### config.mk
export PLATFORM = sky130hd
export DESIGN_NAME = multi_edge_detector_flat
export DESIGN_NICKNAME = d
export VERILOG_FILES = /design/src/rtl/multi_edge_detector_if.sv /design/src/rtl/multi_edge_detector.sv /design/src/flat_wrapper.sv
export SDC_FILE = /design/constraint.sdc
export NUM_CORES = 1
export LEC_CHECK = 0
export ABC_CLOCK_PERIOD_IN_PS = 1900
export CORE_MARGIN = 8
export CORE_UTILIZATION = 50
export DETAILED_ROUTE_END_ITERATION = 16
export GPL_ROUTABILITY_DRIVEN = 0
export GPL_TIMING_DRIVEN = 0
export PLACE_DENSITY = 0.78
export RECOVER_POWER = 25
export SYNTH_ARGS = -nofsm -noshare
export SYNTH_HDL_FRONTEND = slang
export SYNTH_SLANG_ARGS = --single-unit
### constraint.sdc
create_clock -name clk -period 1.9 [get_ports clk]
set_input_delay 0.38 -clock clk [delete_from_list [all_inputs] [get_ports clk]]
set_output_delay 0.38 -clock clk [all_outputs]
set_load 0.01 [all_outputs]
### src/rtl/multi_edge_detector_if.sv
// multi_edge_detector_if: pad inputs, controls and event outputs of multi_edge_detector (count exists only with EDGE_COUNT_EN)
interface multi_edge_detector_if #(
  parameter int CH = 4,
  parameter int FILT_W = 4,
  parameter int CNT_W = 8
) ();
  logic [CH-1:0] wave;
  logic [2*CH-1:0] mode;
  logic [FILT_W-1:0] filt_len;
  logic [CH-1:0] clr;
  logic [CH-1:0] tick;
  logic [CH-1:0] level;
  logic [CH-1:0] pending;
  logic any_tick;
  if (CH < 1 || CH > 32 || FILT_W < 1 || CNT_W < 1) begin : g_bad_param
    $error("multi_edge_detector_if: parameter out of range");
  end
`ifdef EDGE_COUNT_EN
  logic [CH*CNT_W-1:0] count;
  modport master (output wave, mode, filt_len, clr, input tick, level, pending, any_tick, count);
  modport slave (input wave, mode, filt_len, clr, output tick, level, pending, any_tick, count);
`else
  modport master (output wave, mode, filt_len, clr, input tick, level, pending, any_tick);
  modport slave (input wave, mode, filt_len, clr, output tick, level, pending, any_tick);
`endif
endinterface

### src/rtl/multi_edge_detector.sv
// multi_edge_detector: synchronised, glitch-filtered per-channel edge ticks with sticky pending; EDGE_COUNT_EN adds saturating event counters
module multi_edge_detector #(
  parameter int CH = 4,
  parameter int SYNC_STAGES = 2,
  parameter int FILT_W = 4,
  parameter int CNT_W = 8
) (
  input logic clk,
  input logic rst,
  multi_edge_detector_if.slave bus
);
  typedef enum logic [1:0] {LOW, RISE, HIGH, FALL} state_t;
  logic [CH-1:0] tick_v;
  logic [CH-1:0] level_v;
  logic [CH-1:0] pending_v;
`ifdef EDGE_COUNT_EN
  logic [CH*CNT_W-1:0] count_v;
`endif
  if (CH < 1 || CH > 32 || SYNC_STAGES < 2 || FILT_W < 1 || CNT_W < 1) begin : g_bad_param
    $error("multi_edge_detector: parameter out of range");
  end
  for (genvar i = 0; i < CH; i++) begin : g_ch
    logic [SYNC_STAGES-1:0] sync;
    logic [FILT_W-1:0] cnt;
    logic s;
    logic qual;
    logic qr;
    logic qf;
    logic pend;
    state_t state;
    state_t nxt;
    assign s = sync[SYNC_STAGES-1];
    assign qual = (s != level_v[i]) && (cnt == bus.filt_len);
    assign qr = qual && s;
    assign qf = qual && !s;
    // shift the raw pad level through the synchroniser chain
    always_ff @(posedge clk or posedge rst)
      if (rst) sync <= '0;
      else sync <= {sync[SYNC_STAGES-2:0], bus.wave[i]};
    // count cycles of disagreement with the accepted level; restart on agreement or acceptance
    always_ff @(posedge clk or posedge rst)
      if (rst) cnt <= '0;
      else cnt <= (s == level_v[i] || cnt == bus.filt_len) ? '0 : cnt + 1'b1;
    // edge FSM state register
    always_ff @(posedge clk or posedge rst)
      if (rst) state <= LOW;
      else state <= nxt;
    // Moore next state; RISE and FALL each last one cycle
    always_comb begin
      nxt = LOW;
      case (state)
        LOW: nxt = qr ? RISE : LOW;
        RISE: nxt = qf ? FALL : HIGH;
        HIGH: nxt = qf ? FALL : HIGH;
        FALL: nxt = qr ? RISE : LOW;
        default: nxt = LOW;
      endcase
    end
    assign level_v[i] = (state == RISE) || (state == HIGH);
    assign tick_v[i] = (state == RISE && bus.mode[2*i]) || (state == FALL && bus.mode[2*i+1]);
    // sticky event flag; a fresh tick outranks a simultaneous clear
    always_ff @(posedge clk or posedge rst)
      if (rst) pend <= 1'b0;
      else pend <= tick_v[i] | (pend & ~bus.clr[i]);
    assign pending_v[i] = pend;
`ifdef EDGE_COUNT_EN
    logic [CNT_W-1:0] count;
    // saturating event counter; clear together with a tick leaves exactly one event
    always_ff @(posedge clk or posedge rst)
      if (rst) count <= '0;
      else count <= bus.clr[i] ? CNT_W'(tick_v[i]) : (tick_v[i] && !(&count)) ? count + 1'b1 : count;
    assign count_v[CNT_W*i +: CNT_W] = count;
`endif
  end
  assign bus.tick = tick_v;
  assign bus.level = level_v;
  assign bus.pending = pending_v;
  assign bus.any_tick = |tick_v;
`ifdef EDGE_COUNT_EN
  assign bus.count = count_v;
`endif
endmodule

### src/flat_wrapper.sv
// flat-port wrapper written by rule: the top's interface ports become plain ports
module multi_edge_detector_flat 
#(
  parameter int CH = 4,
  parameter int SYNC_STAGES = 2,
  parameter int FILT_W = 4,
  parameter int CNT_W = 8
)
  (clk, rst, bus_wave, bus_mode, bus_filt_len, bus_clr, bus_tick, bus_level, bus_pending, bus_any_tick);
  multi_edge_detector_if #(.CH(CH), .FILT_W(FILT_W), .CNT_W(CNT_W)) bus_i ();
  input logic clk;
  input logic rst;
  input wire logic [$bits(bus_i.wave)-1:0] bus_wave;
  input wire logic [$bits(bus_i.mode)-1:0] bus_mode;
  input wire logic [$bits(bus_i.filt_len)-1:0] bus_filt_len;
  input wire logic [$bits(bus_i.clr)-1:0] bus_clr;
  output wire logic [$bits(bus_i.tick)-1:0] bus_tick;
  output wire logic [$bits(bus_i.level)-1:0] bus_level;
  output wire logic [$bits(bus_i.pending)-1:0] bus_pending;
  output wire logic [$bits(bus_i.any_tick)-1:0] bus_any_tick;
  assign bus_i.wave = bus_wave;
  assign bus_i.mode = bus_mode;
  assign bus_i.filt_len = bus_filt_len;
  assign bus_i.clr = bus_clr;
  assign bus_tick = bus_i.tick;
  assign bus_level = bus_i.level;
  assign bus_pending = bus_i.pending;
  assign bus_any_tick = bus_i.any_tick;
  multi_edge_detector #(.CH(CH), .SYNC_STAGES(SYNC_STAGES), .FILT_W(FILT_W), .CNT_W(CNT_W)) u_core (.clk(clk), .rst(rst), .bus(bus_i));
endmodule
; After elaboration in Yosys (flattened, before gate mapping)
; Cells that the tools add are included.
[op_classes]
muxes = 16
n_reduce_logical = 49
add_sub_neg = 4
bitwise = 12
eq_ne = 24
[op_table]
columns = cell, n
row1 = 1-bit logical AND, 20
row2 = "4-bit by 1-bit adder with 4-bit output, second input constant", 4
row3 = "2-bit == test, second input constant", 8
row4 = 4-bit == test, 4
row5 = 4-bit two-way mux, 4
row6 = 2-bit one-hot mux with 2 select lines, 4
row7 = 2-bit OR reduction, 8
row8 = 1-bit logical OR, 12
row9 = "2-bit by 1-bit == test with 1-bit output, second input constant", 4
row10 = 2-bit logical NOT, 4
row11 = 1-bit two-way mux, 8
row12 = 1-bit AND, 4
row13 = 1-bit == test, 4
row14 = 1-bit logical NOT, 4
row15 = 1-bit != test, 4
row16 = 1-bit NOT, 4
row17 = 1-bit bitwise OR, 4
row18 = 4-bit OR reduction, 1
[word_totals]
out_inout_bits = 13
inputBits = 22
regBits = 36

; Longest topological paths before layout
[logic_depth]
word_depth = 7
ltp_mapped = 5

; Worst setup path after synthesis
; OpenSTA, ideal clock, no wires.
[synth_timing]
path_type = reg-to-output
from = register u_core.g_ch[3].state[0]
to = output port bus_any_tick
required_ns = 1.520
path_stages_with_launch = 4
slack_ns = 0.575
arrival_time_ns = 0.945
path_cell_list = dfrtp_1 -> ha_1 -> a22oi_1 -> nand4_1
[synth_via]
elab_chain_cells = 4
[synth_rtl]
columns = element, line_no
row1 = start: declaration, multi_edge_detector.sv:30  ; state_t state;
row2 = start signal: assignment, multi_edge_detector.sv:47  ; else state <= nxt;
row3 = 2-bit by 1-bit == test with 1-bit output or 2-bit == test (tied branches), multi_edge_detector.sv:60  ; assign tick_v[i] = (state == RISE && bus.mode[2*i]) || (state == FALL && bus.mode[2*i+1]);
row4 = 1-bit logical AND, multi_edge_detector.sv:60
row5 = 1-bit logical OR *, multi_edge_detector.sv:60
row6 = 4-bit OR reduction *, multi_edge_detector.sv:78  ; assign bus.any_tick = |tick_v;
row7 = end: declaration, flat_wrapper.sv:20  ; output wire logic [$bits(bus_i.any_tick)-1:0] bus_any_tick;
; Mark *: on every way between the ends. The rest lies on a longest branch, timed or not.

; Worst setup path in the final report
[layout_timing]
from = register u_core.g_ch[1].state[0]
to = output port bus_any_tick
[layout_via]
elab_chain_cells = 4
[layout_rtl]
columns = element, line_no
row1 = start: declaration, multi_edge_detector.sv:30
row2 = start signal: assignment, multi_edge_detector.sv:47
row3 = 2-bit by 1-bit == test with 1-bit output or 2-bit == test (tied branches), multi_edge_detector.sv:60
row4 = 1-bit logical AND, multi_edge_detector.sv:60
row5 = 1-bit logical OR *, multi_edge_detector.sv:60
row6 = 4-bit OR reduction *, multi_edge_detector.sv:78
; Marks and branches as above.

==> metrics <==
status finished, final reports clean; Worst EP required 1.52 ns; maximum fanout along the worst path 2; initial antenna violation count 0; Period minus WS final around 1.9 ns; Mapped Avg Cell Area 11.8 um^2; proportion of layout cells with a drive suffix above 1 19.9%; worst min path class register to register; Pre-antenna DRT Iters 4; Net Count, Synth 176; Flop pwr share 45.4%; FMAX around 530 MHz; MaxCap Viol Count 0; #FFs+latches synth 36; warnings from Yosys 0; Critical Path End Type primary output; clock tree buffer depth 2; pwr/cell area approximately 1100 mW/mm^2; CP Cell Sequence ha_2 > a22oi_2 > buf_4 > nand4_1 > buf_2; number of CTS-inserted buffers 5; # IOs 35; Slew Limit Fails 0; Mapped Cells 142; NetSw a little over 0.0008 W; die width between 70 and 80 um; CP max stage delay about 0.42 ns; Setup Viol. Count Final 0; Port Buf Inserts 34; die footprint around 0.0055 mm^2; top-area cell type share of the netlist area a little over half; Clock transition at path regs roughly 0.11 ns; total chip power 0.00238 W; DR WL/cell roughly 13 um; maximum VDD drop ~0.64 mV; largest net degree at the start of global routing 37; Clock Latency Late Sink between 0.3 and 0.4 ns; Residual DRC 0; Hold Vio Cnt, Final 0; setup_tns 0 ns; Die Y between 70 and 80 um; Synth Cell Area between 0.0015 and 0.002 mm^2; worst-margin pin slew around 1.3 ns; Max H-tree Level 2; Post-Route Skew between 0.006 and 0.007 ns; Worst EP arrival ~1.5 ns; GRT Util Overall between 10% and 20%; GR Overflow Total 0; Comb pwr share roughly 37%; DR vias between 1000 and 1500; CP Class register to primary output; Inserted Diodes 0; Core ar. around 0.0033 mm^2; cell taking the most area after synthesis dfrtp_1; most common cell after layout, fill and taps aside dfrtp_1; Yosys cell types 14; slowest CP cell dfrtp_1; Net Sw Frac between 30% and 40%; vias in the first global route between 1000 and 1500; area delta synth->final 29.6%; Synth area leaders dfrtp_1 (54%), xor2_1 (13%), ha_1 (9.0%), inv_1 (4.7%), nor3_1 (3.6%); clk sinks 36; Leak approximately 1.1 nW; Top delay family on crit path flip-flops; Internal around 0.0016 W; Root Driver clkbuf_4; RSZ-0062 raised after global routing true; CP bufs+invs 2; CTS tree done; Final ANT Viol Nets 0; vias per cell 4.76; nets@finish around 220; part of the cycle the worst path needs just under 100%; Initial Util approximately half; first-pass GRT wire length roughly 5.3 mm; relative slew slack between 10% and 20%; commonest non-fill, non-tap cells in the layout dfrtp_1 (36), xor2_1 (24), clkdlybuf4s50_1 (20); starting DRC count in detailed routing 24; critical path startpoint category register; Rows 21; Seq/Total Area, Yosys 53.7%; estimated wirelength of the detail-placed design about 2.3 mm; DRT Wirelength roughly 3.1 mm; Clock power frac roughly 18%
## layout make-up
class,instances,area (um^2)
plain buffers,8,60.1
repair buffers,36,339
flip-flops and latches,36,901
fillers,268,1110
multi-input cells,77,677
clock buffers,8,58.8
inverters,21,78.8
well taps,46,57.6
## state kept, by name, summed over array words and instances (netlist names)
signal and cells:
u_core.g_ch.pend 4, u_core.g_ch.state 8, u_core.g_ch.sync 8, u_core.g_ch.cnt 16
## what timing repair did
item                                    4_1_cts  5_1_grt
buffers inserted                              2        0
gates resized for setup                      24       16
hold buffers                                  0        0
pin swaps                                     5        6
endpoints found under the setup margin        9        9
## through the flow
stage	hold WS, ns	worst slack [ns]	util [%]	instance area, um^2	cells
after global routing	0.380	-0.0705	66.1	2170	232
after floorplan	0.331	0.575	-	1680	142
final	0.351	0.0297	66.1	2170	232
after CTS	0.358	-0.0181	66.3	2180	232
after global placement	0.333	-0.219	63.2	2070	222
after detailed placement	0.335	-0.226	63.2	2070	222
## power groups by stage
stage / Combinational (W) / Clock, W / Sequential [W]
2_1_floorplan: 0.000599 / 0 / 0.00106
3_3_place_gp: 0.000854 / 0 / 0.00107
3_5_place_dp: 0.000905 / 0 / 0.00109
4_1_cts: 0.000902 / 0.000438 / 0.00108
5_1_grt: 0.000987 / 0.000469 / 0.00111
6_report: 0.000880 / 0.000419 / 0.00108
## routing by layer
metal / up-vias / GRT usage, % / wire, um
li1: 537 / - / -
met1: 525 / 12.9 / 1200
met2: 34 / 21.4 / 1560
met3: 9 / 6.00 / 273
met4: 0 / 7.32 / 88
met5: - / 0 / 0
## cell families (layout without fill, tap and decap cells)
logic type	count (synthesis)	after routing	share of synthesized area, %
flops	36	36	53.7
buf+inv	29	73	8.28
compound gates	8	8	2.99
simple gates	29	29	11.4
xor+xnor	28	28	14.6
fa+ha+maj	12	12	8.95
## cells in the mapped netlist
cell type	instances
dfrtp_1	36
xor2_1	24
inv_1	21
ha_1	12
nor3_1	12
buf_4	8
a22oi_1	4
and2_1	4
nand3_1	4
nor3b_1	4
nor4_2	4
o21ai_0	4
xnor2_1	4
nand4_1	1
## worst register-to-register path, delay by kind of cell (launching register included)
kind	cells	cell delay (ns)
AND/OR/NAND/NOR	1	0.16
buffers and inverters	2	0.11
adder cells (fa/ha/maj)	1	0.31
flip-flops	1	0.38
XOR/XNOR	1	0.39
## worst paths after layout
path	slack, ns	startpoint	cells after the start	end
setup / recovery	0.03	u_core.g_ch[1].state[0]$_DFF_PP0_	5	bus_any_tick
hold / removal	0.35	u_core.g_ch[3].sync[0]$_DFF_PP0_	0	u_core.g_ch[3].sync[1]$_DFF_PP0_
setup reg to reg	0.46	u_core.g_ch[3].state[1]$_DFF_PP0_	5	u_core.g_ch[3].state[0]$_DFF_PP0_
hold reg to reg	0.35	u_core.g_ch[3].sync[0]$_DFF_PP0_	0	u_core.g_ch[3].sync[1]$_DFF_PP0_
max in group asynchronous	0.25	rst	2	u_core.g_ch[1].sync[1]$_DFF_PP0_
min in group asynchronous	0.87	rst	2	u_core.g_ch[3].cnt[2]$_DFF_PP0_
(Power assumes the default switching activity.)
